===== config.mk =====
export PLATFORM = sky130hd
export DESIGN_NAME = axil_master_arbiter
export DESIGN_NICKNAME = d
export VERILOG_FILES = /design/src/rtl/axil_arb_pkg.sv /design/src/rtl/axil_rr_arb.sv /design/src/rtl/axil_master_arbiter.sv
export SDC_FILE = /design/constraint.sdc
export NUM_CORES = 1
export LEC_CHECK = 0
export ABC_AREA = 1
export BUFFER_PORTS_ARGS = -buffer_cell sky130_fd_sc_hd__buf_2
export CELL_PAD_IN_SITES_DETAIL_PLACEMENT = 1
export CELL_PAD_IN_SITES_GLOBAL_PLACEMENT = 1
export CORE_AREA = 8 8 133 135
export CTS_CLUSTER_SIZE = 14
export DETAILED_ROUTE_END_ITERATION = 10
export DIE_AREA = 0 0 141 143
export HOLD_SLACK_MARGIN = 0.03
export MAX_ROUTING_LAYER = met4
export PLACE_DENSITY_LB_ADDON = 0.1
export SYNTH_ARGS = -nofsm -noshare
export SYNTH_HDL_FRONTEND = slang
export SYNTH_HIERARCHICAL = 1
export SYNTH_SLANG_ARGS = --single-unit

===== constraint.sdc =====
create_clock -name clk_i -period 2.21 [get_ports clk_i]
set_input_delay 0.5525 -clock clk_i [delete_from_list [all_inputs] [get_ports clk_i]]
set_output_delay 0.5525 -clock clk_i [all_outputs]
set_load 0.05 [all_outputs]

===== src/rtl/axil_arb_pkg.sv =====
// Shared types for the AXI-Lite host-port arbiter: FSM states and
// data_size encodings used by the arbiter and its requesters.
package axil_arb_pkg;

  localparam int axil_arb_max_req_lp = 8;

  typedef enum logic [1:0] {
    e_arb   = 2'd0,
    e_issue = 2'd1,
    e_resp  = 2'd2
  } axil_arb_state_e;

  typedef enum logic [1:0] {
    e_size_1b = 2'd0,
    e_size_2b = 2'd1,
    e_size_4b = 2'd2,
    e_size_8b = 2'd3
  } axil_data_size_e;

endpackage


===== src/rtl/axil_rr_arb.sv =====
// Stateless round-robin select: the search starts one past `last` and
// wraps, so the most recent winner has the lowest priority.
module axil_rr_arb
  import axil_arb_pkg::*;
#(
  parameter int num_req_p = 2,
  parameter int lg_num_req_lp = (num_req_p > 1) ? $clog2(num_req_p) : 1
) (
  input  logic [num_req_p-1:0]     reqs,
  input  logic [lg_num_req_lp-1:0] last,
  output logic [num_req_p-1:0]     grant_oh,
  output logic [lg_num_req_lp-1:0] grant_idx,
  output logic                     v
);

  int                     cand_int_s;
  logic [lg_num_req_lp-1:0] cand_s;

  // Walk the requesters in rotated order and take the first one asserting.
  always_comb begin
    grant_oh   = '0;
    grant_idx  = '0;
    v          = 1'b0;
    cand_int_s = 0;
    cand_s     = '0;
    for (int i = 1; i <= num_req_p; i++) begin
      cand_int_s = int'(last) + i;
      if (cand_int_s >= num_req_p) begin
        cand_int_s = cand_int_s - num_req_p;
      end else begin
        cand_int_s = cand_int_s;
      end
      cand_s = cand_int_s[lg_num_req_lp-1:0];
      if (!v && reqs[cand_s]) begin
        v                = 1'b1;
        grant_idx        = cand_s;
        grant_oh[cand_s] = 1'b1;
      end else begin
        v = v;
      end
    end
  end

endmodule


===== src/rtl/axil_master_arbiter.sv =====
// Shares one axil_master_adaptor host port among num_req_p requesters:
// round-robin grant, one transaction in flight, response routed to the owner.
module axil_master_arbiter
  import axil_arb_pkg::*;
#(
  parameter int num_req_p         = 2,
  parameter int axil_data_width_p = 32,
  parameter int axil_addr_width_p = 32,
  parameter int lg_num_req_lp     = (num_req_p > 1) ? $clog2(num_req_p) : 1
) (
  input  logic                                         clk_i,
  input  logic                                         reset_i,
  input  logic [num_req_p-1:0]                         req_v_i,
  output logic [num_req_p-1:0]                         req_yumi_o,
  input  logic [num_req_p-1:0][axil_addr_width_p-1:0]  req_addr_i,
  input  logic [num_req_p-1:0]                         req_wr_en_i,
  input  logic [num_req_p-1:0][1:0]                    req_data_size_i,
  input  logic [num_req_p-1:0][axil_data_width_p-1:0]  req_wdata_i,
  output logic [num_req_p-1:0]                         req_v_o,
  input  logic [num_req_p-1:0]                         req_ready_and_i,
  output logic [axil_data_width_p-1:0]                 req_rdata_o,
  output logic [axil_addr_width_p-1:0]                 addr_o,
  output logic                                         v_o,
  input  logic                                         yumi_i,
  output logic                                         wr_en_o,
  output logic [1:0]                                   data_size_o,
  output logic [axil_data_width_p-1:0]                 wdata_o,
  input  logic                                         v_i,
  output logic                                         ready_and_o,
  input  logic [axil_data_width_p-1:0]                 rdata_i,
  output logic [lg_num_req_lp-1:0]                     owner_o,
  output logic                                         busy_o
);

  typedef struct packed {
    logic [axil_addr_width_p-1:0] addr;
    logic                         wr_en;
    axil_data_size_e              data_size;
    logic [axil_data_width_p-1:0] wdata;
  } axil_host_req_s;

  localparam logic [lg_num_req_lp-1:0] last_init_lp = lg_num_req_lp'(num_req_p - 1);

  axil_arb_state_e          state_r, state_s;
  logic [lg_num_req_lp-1:0] last_r, owner_r;
  axil_host_req_s           payload_r, req_sel_s;
  logic [num_req_p-1:0]     grant_oh_s;
  logic [lg_num_req_lp-1:0] grant_idx_s;
  logic                     arb_v_s, capture_s, owner_ready_s;

  axil_rr_arb #(
    .num_req_p     (num_req_p),
    .lg_num_req_lp (lg_num_req_lp)
  ) rr_arb (
    .reqs      (req_v_i),
    .last      (last_r),
    .grant_oh  (grant_oh_s),
    .grant_idx (grant_idx_s),
    .v         (arb_v_s)
  );

  // Select the winning requester's payload for capture.
  always_comb begin
    req_sel_s.addr      = req_addr_i[grant_idx_s];
    req_sel_s.wr_en     = req_wr_en_i[grant_idx_s];
    req_sel_s.data_size = axil_data_size_e'(req_data_size_i[grant_idx_s]);
    req_sel_s.wdata     = req_wdata_i[grant_idx_s];
  end

  // State, grant history and payload registers.
  always_ff @(posedge clk_i) begin
    if (reset_i) begin
      state_r   <= e_arb;
      last_r    <= last_init_lp;
      owner_r   <= '0;
      payload_r <= '0;
    end else begin
      state_r <= state_s;
      if (capture_s) begin
        payload_r <= req_sel_s;
        owner_r   <= grant_idx_s;
        last_r    <= grant_idx_s;
      end
    end
  end

  // Next state plus handshake outputs; responses only ever reach the owner.
  always_comb begin
    state_s       = state_r;
    capture_s     = 1'b0;
    req_yumi_o    = '0;
    v_o           = 1'b0;
    ready_and_o   = 1'b0;
    req_v_o       = '0;
    owner_ready_s = req_ready_and_i[owner_r];
    case (state_r)
      e_arb: begin
        if (arb_v_s && !reset_i) begin
          req_yumi_o = grant_oh_s;
          capture_s  = 1'b1;
          state_s    = e_issue;
        end else begin
          state_s = e_arb;
        end
      end
      e_issue: begin
        v_o              = 1'b1;
        ready_and_o      = owner_ready_s;
        req_v_o[owner_r] = v_i;
        if (yumi_i && v_i && owner_ready_s) begin
          state_s = e_arb;
        end else if (yumi_i) begin
          state_s = e_resp;
        end else begin
          state_s = e_issue;
        end
      end
      e_resp: begin
        // A second yumi_i here is the adaptor's write-data phase; ignore it.
        ready_and_o      = owner_ready_s;
        req_v_o[owner_r] = v_i;
        if (v_i && owner_ready_s) begin
          state_s = e_arb;
        end else begin
          state_s = e_resp;
        end
      end
      default: begin
        state_s = e_arb;
      end
    endcase
  end

  // Payload toward the adaptor is quiet while arbitrating, held otherwise.
  always_comb begin
    if (state_r == e_arb) begin
      addr_o      = '0;
      wr_en_o     = 1'b0;
      data_size_o = 2'd0;
      wdata_o     = '0;
    end else begin
      addr_o      = payload_r.addr;
      wr_en_o     = payload_r.wr_en;
      data_size_o = payload_r.data_size;
      wdata_o     = payload_r.wdata;
    end
  end

  assign req_rdata_o = rdata_i;
  assign owner_o     = owner_r;
  assign busy_o      = (state_r != e_arb);

endmodule


==> results of run 1 <==
==> cell families (layout without fill, tap and decap cells) <==
| kind of cell | after synthesis | in the layout | synth area share [%] |
|---|---|---|---|
| fa+ha+maj | 4 | 4 | 1.18 |
| simple gates | 513 | 513 | 45.7 |
| buf+inv | 161 | 336 | 18.1 |
| flops | 71 | 71 | 33.4 |
| other cells | 0 | 2 | 0 |
| compound gates | 11 | 11 | 1.62 |
==> sequential cells by signal, indices dropped and copies added (netlist names) <==
signal	cells
last_r	1
owner_o	1
state_r	2
payload_r	67
==> stage by stage <==
step	setup slack (ns)	cell area, um^2
after global placement	0.256	5390
after CTS	0.00263	5670
after floorplan	-0.100	4280
after detailed placement	0.193	5390
final	0.0613	5730
after global routing	-0.0157	5730
==> worst max-delay path, stage by stage (launching register included) <==
cell and delay [ns]:
dfxtp_1 0.39, inv_2 0.08, ha_4 0.20, buf_12 0.16, nor2_1 0.14, buf_2 0.29
==> synth_stat cells <==
library cell  count  area (um^2)
nor2_1          124          465
a21oi_1           9         45.0
buf_2            23          115
nor3_1            2         10.0
buf_4            33          248
inv_1            88          330
nor2_4            1         11.3
ha_1              4         50.1
inv_2             2         7.51
dfxtp_1          71         1420
nand2_2           1         6.26
a21boi_0          1         7.51
buf_1             4         15.0
nand3_1           1         5.00
nand3_2           1         10.0
clkbuf_1          9         33.8
nand2_1         383         1440
buf_6             2         22.5
a21oi_4           1         16.3
==> what timing repair did <==
item,CTS,global route
endpoints found under the setup margin,24,21
gates resized for setup,4,19
hold buffers,0,0
setup buffers,2,1
pin swaps,1,1
==> how the worst max path moves through the flow <==
stage	startpoint	to	slack (ns)	cells after the start
2_1_floorplan	req_v_i[1]	req_yumi_o[0]	-0.10	6
3_3_place_gp	state_r[0]	req_yumi_o[0]	0.26	6
3_5_place_dp	state_r[0]	req_yumi_o[1]	0.19	6
4_1_cts	state_r[1]	req_yumi_o[0]	0.003	6
5_1_grt	state_r[1]	req_yumi_o[0]	-0.02	6
6_report	state_r[0]	wdata_o[17]	0.06	5
==> power groups by stage <==
| stage | Combinational [mW] | Clock, mW | Sequential, mW |
|---|---|---|---|
| after global routing | 1.53 | 1.39 | 1.51 |
| after floorplan | 1.09 | 0 | 1.50 |
| after global placement | 1.36 | 0 | 1.51 |
| final | 1.38 | 1.28 | 1.49 |
| after CTS | 1.40 | 1.34 | 1.49 |
| after detailed placement | 1.39 | 0 | 1.52 |
==> layout by cell type, fill, tap and decap left out, types with 3 or more instances in the layout <==
cell and n:
a21oi_1 8, buf_12 6, buf_2 198, buf_4 12, clkbuf_1 4, clkbuf_16 9
clkbuf_4 14, dfxtp_1 71, ha_1 3, inv_1 87, inv_2 3, nand2_1 383
nor2_1 117, nor2_2 7
==> final cells by class <==
type                            instances  area [um^2]  area share, %
Multi-Input combinational cell        528         2120           36.9
Sequential cell                        71         1420           24.8
Timing Repair Buffer                  231         1320           23.0
Inverter                               90          338           5.90
Tap cell                              216          270           4.72
Clock buffer                           14          254           4.44
Clock inverter                          1         5.00         0.0874
Antenna cell                            2         5.00         0.0874
==> per-layer routing <==
| layer | part of all wire, % | track usage (%) |
|---|---|---|
| met1 | 44 | 17.3 |
| met2 | 48 | 26.5 |
| met3 | 6.0 | 4.54 |
| met4 | 2.0 | 5.43 |
| met5 | 0 | - |
==> impl_metrics.tcl, run 1 <==
set metrics [dict create \
    status "complete, no violations" \
    fillerInstances 2152 \
    p_sw_mw 1.50 \
    hold_ws_ns 0.437 \
    fin_util_pct 36.7 \
    hp-start "v_i" \
    num_rows 46 \
    grt_pass1_vias 5040 \
    dp_hpwl_um 12500 \
    drc 0 \
    p_clk_share_pct 30.9 \
    area_growth_syn_to_layout_pct 34.5 \
    maxCapViolCount 0 \
    design.core.area_mm2 0.0156 \
    worstSkewPairLatency_ns 0.33 \
    max_freq_mhz 465 \
    finalPower_mw 4.15 \
    firstDrtPassIters 4 \
    viasPerCell 4.14 \
    fp.dieW_um 141 \
    hold_path.class "in -> reg" \
    cp.arrival_ns 1.60 \
    cts-buffers-inserted 9 \
    r2r_setup_slack_ns 0.62 \
    cts_tree "built" \
    synth.net_count 938 \
    nets 1109 \
    p_seq_share_pct 35.9 \
    wirelength_um 15700 \
    min_path_cells 2 \
    root_buffer "clkbuf_16" \
    setup_tns_ns 0 \
    ys_seq_area_share_pct 33.4 \
    rsz0062_at_grt "true" \
    leakage_nw 3.40 \
    p_sw_share_pct 36.2 \
    grt_overflow_total 0 \
    fin_crit_sh_pct 97.2 \
    critPathMaxFanout 20 \
    layout-drive-gt1-share_pct 27.8 \
    synth_area_per_cell_um2 5.60 \
    gp_congestion 0.764 \
    netlist_area_mm2 0.00426 \
    worstMarginPinSlew_ns 0.465 \
    r2r_end "last_r" \
    ir_drop_v 0.000347 \
    die_area_mm2 0.0202 \
    r2r_cells 8 \
    grt_pass1_wl_um 24600 \
    hold_violations 0 \
    die_h_um 143 \
    clock_skew_ns 0.00204 \
    place_inst 1133 \
    slew_viol_final 0 \
    required_ns 1.66 \
    clk_pin_slew_ns 0.05 \
    ant_nets 0 \
    finalNonFillerCells 1153 \
    vias 4768 \
    clk_path_buf_depth 2 \
    p_int_mw 2.65 \
    grt_max_degree 46 \
    syn_inst 760 \
    period_needed_ns 2.15 \
    comb_power_share_pct 33.2 \
    whs_endpoint "state_r[1]" \
    r2r_start "state_r[1]" \
    io_pins 281 \
    cts_num_sinks 71 \
    htreeDepth 3 \
    antenna_found_initial 2 \
    finalSetupViolCount 0 \
    synth_cell_types 19 \
    grt.total_usage_pct 15.6 \
    start_util_pct 27.3 \
    yosysWarnings 6 \
    p_per_area_mw_per_mm2 725 \
    slew_headroom_pct 69.0 \
    port_buffers 216 \
    wl_per_cell_um 13.6 \
    start_kind "register" \
    drtIter0Drc 113 \
    ys_ff_latch 71 \
    cp-end-kind "primary output" \
    critPathKind "reg -> out" \
]
Power figures use the tool's default switching activity.
==> inputs of run 2 (changes only) <==
CORE_AREA = 8 8 137 139   (was 8 8 133 135)
DIE_AREA = 0 0 145 147   (was 0 0 141 143)
clock period = 2.3 ns   (was 2.21 ns; I/O delays follow)
==> impl_metrics.tcl, run 2 (synthesis results as in run 1) <==
set metrics [dict create \
    ir_drop_v 0.000307 \
    worstSkewPairLatency_ns 0.33 \
    drc 0 \
    die_h_um 147 \
    hold_ws_ns 0.445 \
    nets 1110 \
    period_needed_ns 2.19 \
    postPlaceCellArea_mm2 0.00541 \
    gp_congestion 0.698 \
    finalSetupViolCount 0 \
    r2r_end "payload_r[66]" \
    fin_crit_sh_pct 95.3 \
    io_pins 281 \
    hold_violations 0 \
    port_buffers 216 \
    slew_viol_final 0 \
    cts-buffers-inserted 9 \
    leakage_nw 3.43 \
    layout-drive-gt1-share_pct 29.2 \
    ant_nets 0 \
    crit_slowest_cell "dfxtp_1" \
    grt_overflow_total 0 \
    dp_hpwl_um 12100 \
    max_freq_mhz 456 \
    cp-end-kind "primary output" \
    clk_pin_slew_ns 0.05 \
    design.core.area_mm2 0.0168 \
    path_delay_family "buffers and inverters" \
    critPathLaunch "state_r[1]" \
    cts_num_sinks 71 \
    vias 4700 \
    path_depth 5 \
    worstMarginPinSlew_ns 0.411 \
    place_inst 1143 \
    reg_top3 "payload_r (67), state_r (2)" \
    finalPower_mw 4.19 \
    rsz0062_at_grt "false" \
    die_area_mm2 0.0213 \
    grt.total_usage_pct 15.1 \
    clk_path_buf_depth 2 \
    finalNonFillerCells 1162 \
    min_path_cells 2 \
    p_per_area_mw_per_mm2 729 \
    critPathBufInv 3 \
    critPathMaxFanout 24 \
    viasPerCell 4.04 \
    grt_pass1_wl_um 25400 \
    r2r_cells 7 \
    r2r_start "state_r[0]" \
    final_cell_mix "nand2_1 (383), buf_2 (216), nor2_1 (107)" \
    wirelength_um 15800 \
    cp-endpoint "wdata_o[22]" \
    start_kind "register" \
    antenna_found_initial 0 \
    cp_slowest_stage_delay_ns 0.36 \
    firstDrtPassIters 4 \
    cp_cell_sequence "inv_1 -> ha_4 -> buf_6 -> nor2_1 -> buf_2" \
    regMostFlops "payload_r" \
    htreeDepth 3 \
    setup_tns_ns 0 \
    grt_pass1_vias 4900 \
    drtIter0Drc 164 \
    required_ns 1.73 \
    fp.dieW_um 145 \
    grt_max_degree 42 \
    clock_skew_ns 0.00524 \
    start_util_pct 25.4 \
    num_antenna_cells 0 \
    largest_reg_flops 67 \
    cts_tree "built" \
    hold_path.class "reg -> reg" \
    area_growth_syn_to_layout_pct 35.0 \
    final_common_cell "nand2_1" \
    num_rows 48 \
    r2r_setup_slack_ns 0.79 \
    wl_per_cell_um 13.6 \
    critPathKind "reg -> out" \
    cp.arrival_ns 1.62 \
    status "complete, no violations" \
    fin_area_mm2 0.00575 \
    maxCapViolCount 0 \
    root_buffer "clkbuf_16" \
    slew_headroom_pct 72.6 \
]
-- run 2: how the worst min path moves through the flow --
| stage | from | end | slack [ns] |
|---|---|---|---|
| global route | v_i | state_r[1] | 0.45 |
| global placement | payload_r[30] | payload_r[30] | 0.43 |
| CTS | v_i | state_r[1] | 0.43 |
| detailed placement | payload_r[60] | payload_r[60] | 0.43 |
| finish | payload_r[53] | payload_r[53] | 0.44 |
| floorplan | payload_r[0] | payload_r[0] | 0.42 |
-- run 2: power by group --
| part | internal (mW) | leakage [nW] | total, mW | switching [mW] |
|---|---|---|---|---|
| Clock | 0.925 | 0.156 | 1.44 | 0.512 |
| Sequential | 1.37 | 0.589 | 1.43 | 0.0576 |
| Combinational | 0.405 | 2.69 | 1.32 | 0.915 |
| Total | 2.70 | 3.43 | 4.19 | 1.48 |
-- run 2: routing by layer --
metal  track usage [%]  vias up  part of all wire [%]
met5                 -        -                     0
met4              4.16        0                   1.1
met3              3.88       19                   5.0
met2              24.4      164                    46
met1              18.4     2027                    48
li1                  -     2490                     -
-- run 2: worst min-delay path, stage by stage, from the launching register on --
cell and delay (ns):
dfxtp_1 0.31, nand2_1 0.06, nand2_1 0.04
-- run 2: final cells by class --
type,count,area [um^2]
tap,225,282
timing repair buffer,232,1250
sequential,71,1420
fill,2329,11000
inverter,90,338
multi-input combinational,528,2140
clock buffer,13,270
clock inverter,3,40.0
-- run 2: stage by stage --
step,util [%],setup WS [ns]
finish,34.3,0.109
global placement,32.3,0.236
detailed placement,32.3,0.218
global route,34.3,0.0111
CTS,34.2,0.0222
floorplan,-,-0.0551
-- run 2: repair_timing --
item,CTS,global route
buffers inserted,0,3
setup endpoints to repair,24,13
resized for setup,1,0
hold buffers,0,0
pin swaps,0,0
==> inputs of run 3 (changes only) <==
CELL_PAD_IN_SITES_DETAIL_PLACEMENT = not set   (was 1)
CELL_PAD_IN_SITES_GLOBAL_PLACEMENT = not set   (was 1)
CORE_AREA = 8 8 109 111   (was 8 8 137 139)
DIE_AREA = 0 0 117 119   (was 0 0 145 147)
PLACE_DENSITY = 0.8   (was not set)
PLACE_DENSITY_LB_ADDON = not set   (was 0.1)
RECOVER_POWER = 100   (was not set)
==> impl_metrics.tcl, run 3 (synthesis results as in run 1) <==
set metrics [dict create \
    status "complete, no violations" \
    die_h_um 119 \
    layout-drive-gt1-share_pct 28.0 \
    num_rows 37 \
    largest_reg_flops 67 \
    final_cell_mix "nand2_1 (384), buf_2 (159), nor2_1 (115)" \
    area_growth_syn_to_layout_pct 31.7 \
    reg_top3 "payload_r (67), state_r (2)" \
    drc 0 \
    cp-end-kind "primary output" \
    clock_skew_ns 0.00927 \
    cp.arrival_ns 1.63 \
    ant_nets 0 \
    grt.total_usage_pct 18.4 \
    period_needed_ns 2.21 \
    drtIter0Drc 217 \
    clk_path_buf_depth 2 \
    start_kind "register" \
    max_freq_mhz 453 \
    start_util_pct 42.2 \
    wirelength_um 12700 \
    worstSkewPairLatency_ns 0.34 \
    fp.dieW_um 117 \
    p_per_area_mw_per_mm2 682 \
    io_pins 281 \
    slew_viol_final 0 \
    clk_pin_slew_ns 0.07 \
    met2_usage_pct 31.6 \
    worstMarginPinSlew_ns 0.636 \
    slew_headroom_pct 57.8 \
    grt_util_met3_pct 3.39 \
    die_area_mm2 0.0139 \
    leakage_nw 3.34 \
    root_buffer "clkbuf_8" \
    grt_overflow_total 0 \
    cts_num_sinks 71 \
    wl_per_cell_um 11.8 \
    firstDrtPassIters 4 \
    hold_ws_ns 0.439 \
    r2r_cells 8 \
    min_path_cells 2 \
    vias 4623 \
    design.core.area_mm2 0.0101 \
    viasPerCell 4.32 \
    port_buffers 216 \
    cts_tree "built" \
    htreeDepth 3 \
    cts-buffers-inserted 9 \
    fin_crit_sh_pct 95.9 \
    antenna_found_initial 0 \
    critPathMaxFanout 22 \
    final_common_cell "nand2_1" \
    required_ns 1.73 \
    grtUsageMet1_pct 20.7 \
    grt_busiest_layer "met2" \
    finalSetupViolCount 0 \
    critPathKind "reg -> out" \
    dp_hpwl_um 9640 \
    setup_tns_ns 0 \
    regMostFlops "payload_r" \
    hold_violations 0 \
    grt_pass1_vias 4307 \
    gp_congestion 0.786 \
    ir_drop_v 0.000283 \
    hold_buffers 0 \
    grt_pass1_wl_um 20300 \
    num_antenna_cells 0 \
    nets 1108 \
    maxCapViolCount 0 \
    hold_path.class "in -> reg" \
    grt_max_degree 42 \
]
run 3: metal layers:
layer,vias to the layer above,routed length [um]
met3,22,729
li1,2483,-
met5,-,0
met4,0,247
met2,142,6400
met1,1976,5270
run 3: power breakdown:
part / internal [mW] / switching [mW]
registers: 1.37 / 0.0572
logic: 0.415 / 0.878
clock network: 0.612 / 0.491
total: 2.40 / 1.43
run 3: layout make-up:
| cell class | instances | area, um^2 |
|---|---|---|
| multi-input cells | 528 | 2110 |
| inverters | 90 | 338 |
| fillers | 1074 | 4480 |
| flip-flops and latches | 71 | 1420 |
| repair buffers | 230 | 1340 |
| well taps | 136 | 170 |
| clock inverters | 7 | 97.6 |
| clock buffers | 9 | 124 |
run 3: per-stage QoR:
stage | instances | total power [mW] | util [%] | setup WS [ns] | area, um^2
3_3_place_gp | 1055 | 2.73 | 52.6 | 0.328 | 5310
4_1_cts | 1071 | 3.86 | 54.8 | 0.0330 | 5530
5_1_grt | 1071 | 4.07 | 55.6 | -0.00178 | 5610
6_report | 1071 | 3.82 | 55.6 | 0.0943 | 5610
3_5_place_dp | 1055 | 2.75 | 52.6 | 0.293 | 5310
2_1_floorplan | 760 | 2.51 | - | -0.0551 | 4310
run 3: worst paths after layout:
| check | start | slack, ns | endpoint |
|---|---|---|---|
| max reg2reg | state_r[0] | 0.26 | payload_r[37] |
| min | v_i | 0.44 | state_r[1] |
| max | state_r[0] | 0.09 | addr_o[24] |
| min reg2reg | payload_r[38] | 0.45 | payload_r[38] |
run 3: critical path, stage by stage (launching register included):
cell      delay, ns
dfxtp_1        0.38
inv_1          0.11
ha_4           0.24
buf_12         0.18
nor2_1         0.13
clkbuf_4       0.25
run 3: repair_timing:
item                       CTS  global route
gates resized for setup      0            62
buffers inserted             0             0
setup endpoints to repair    0            47
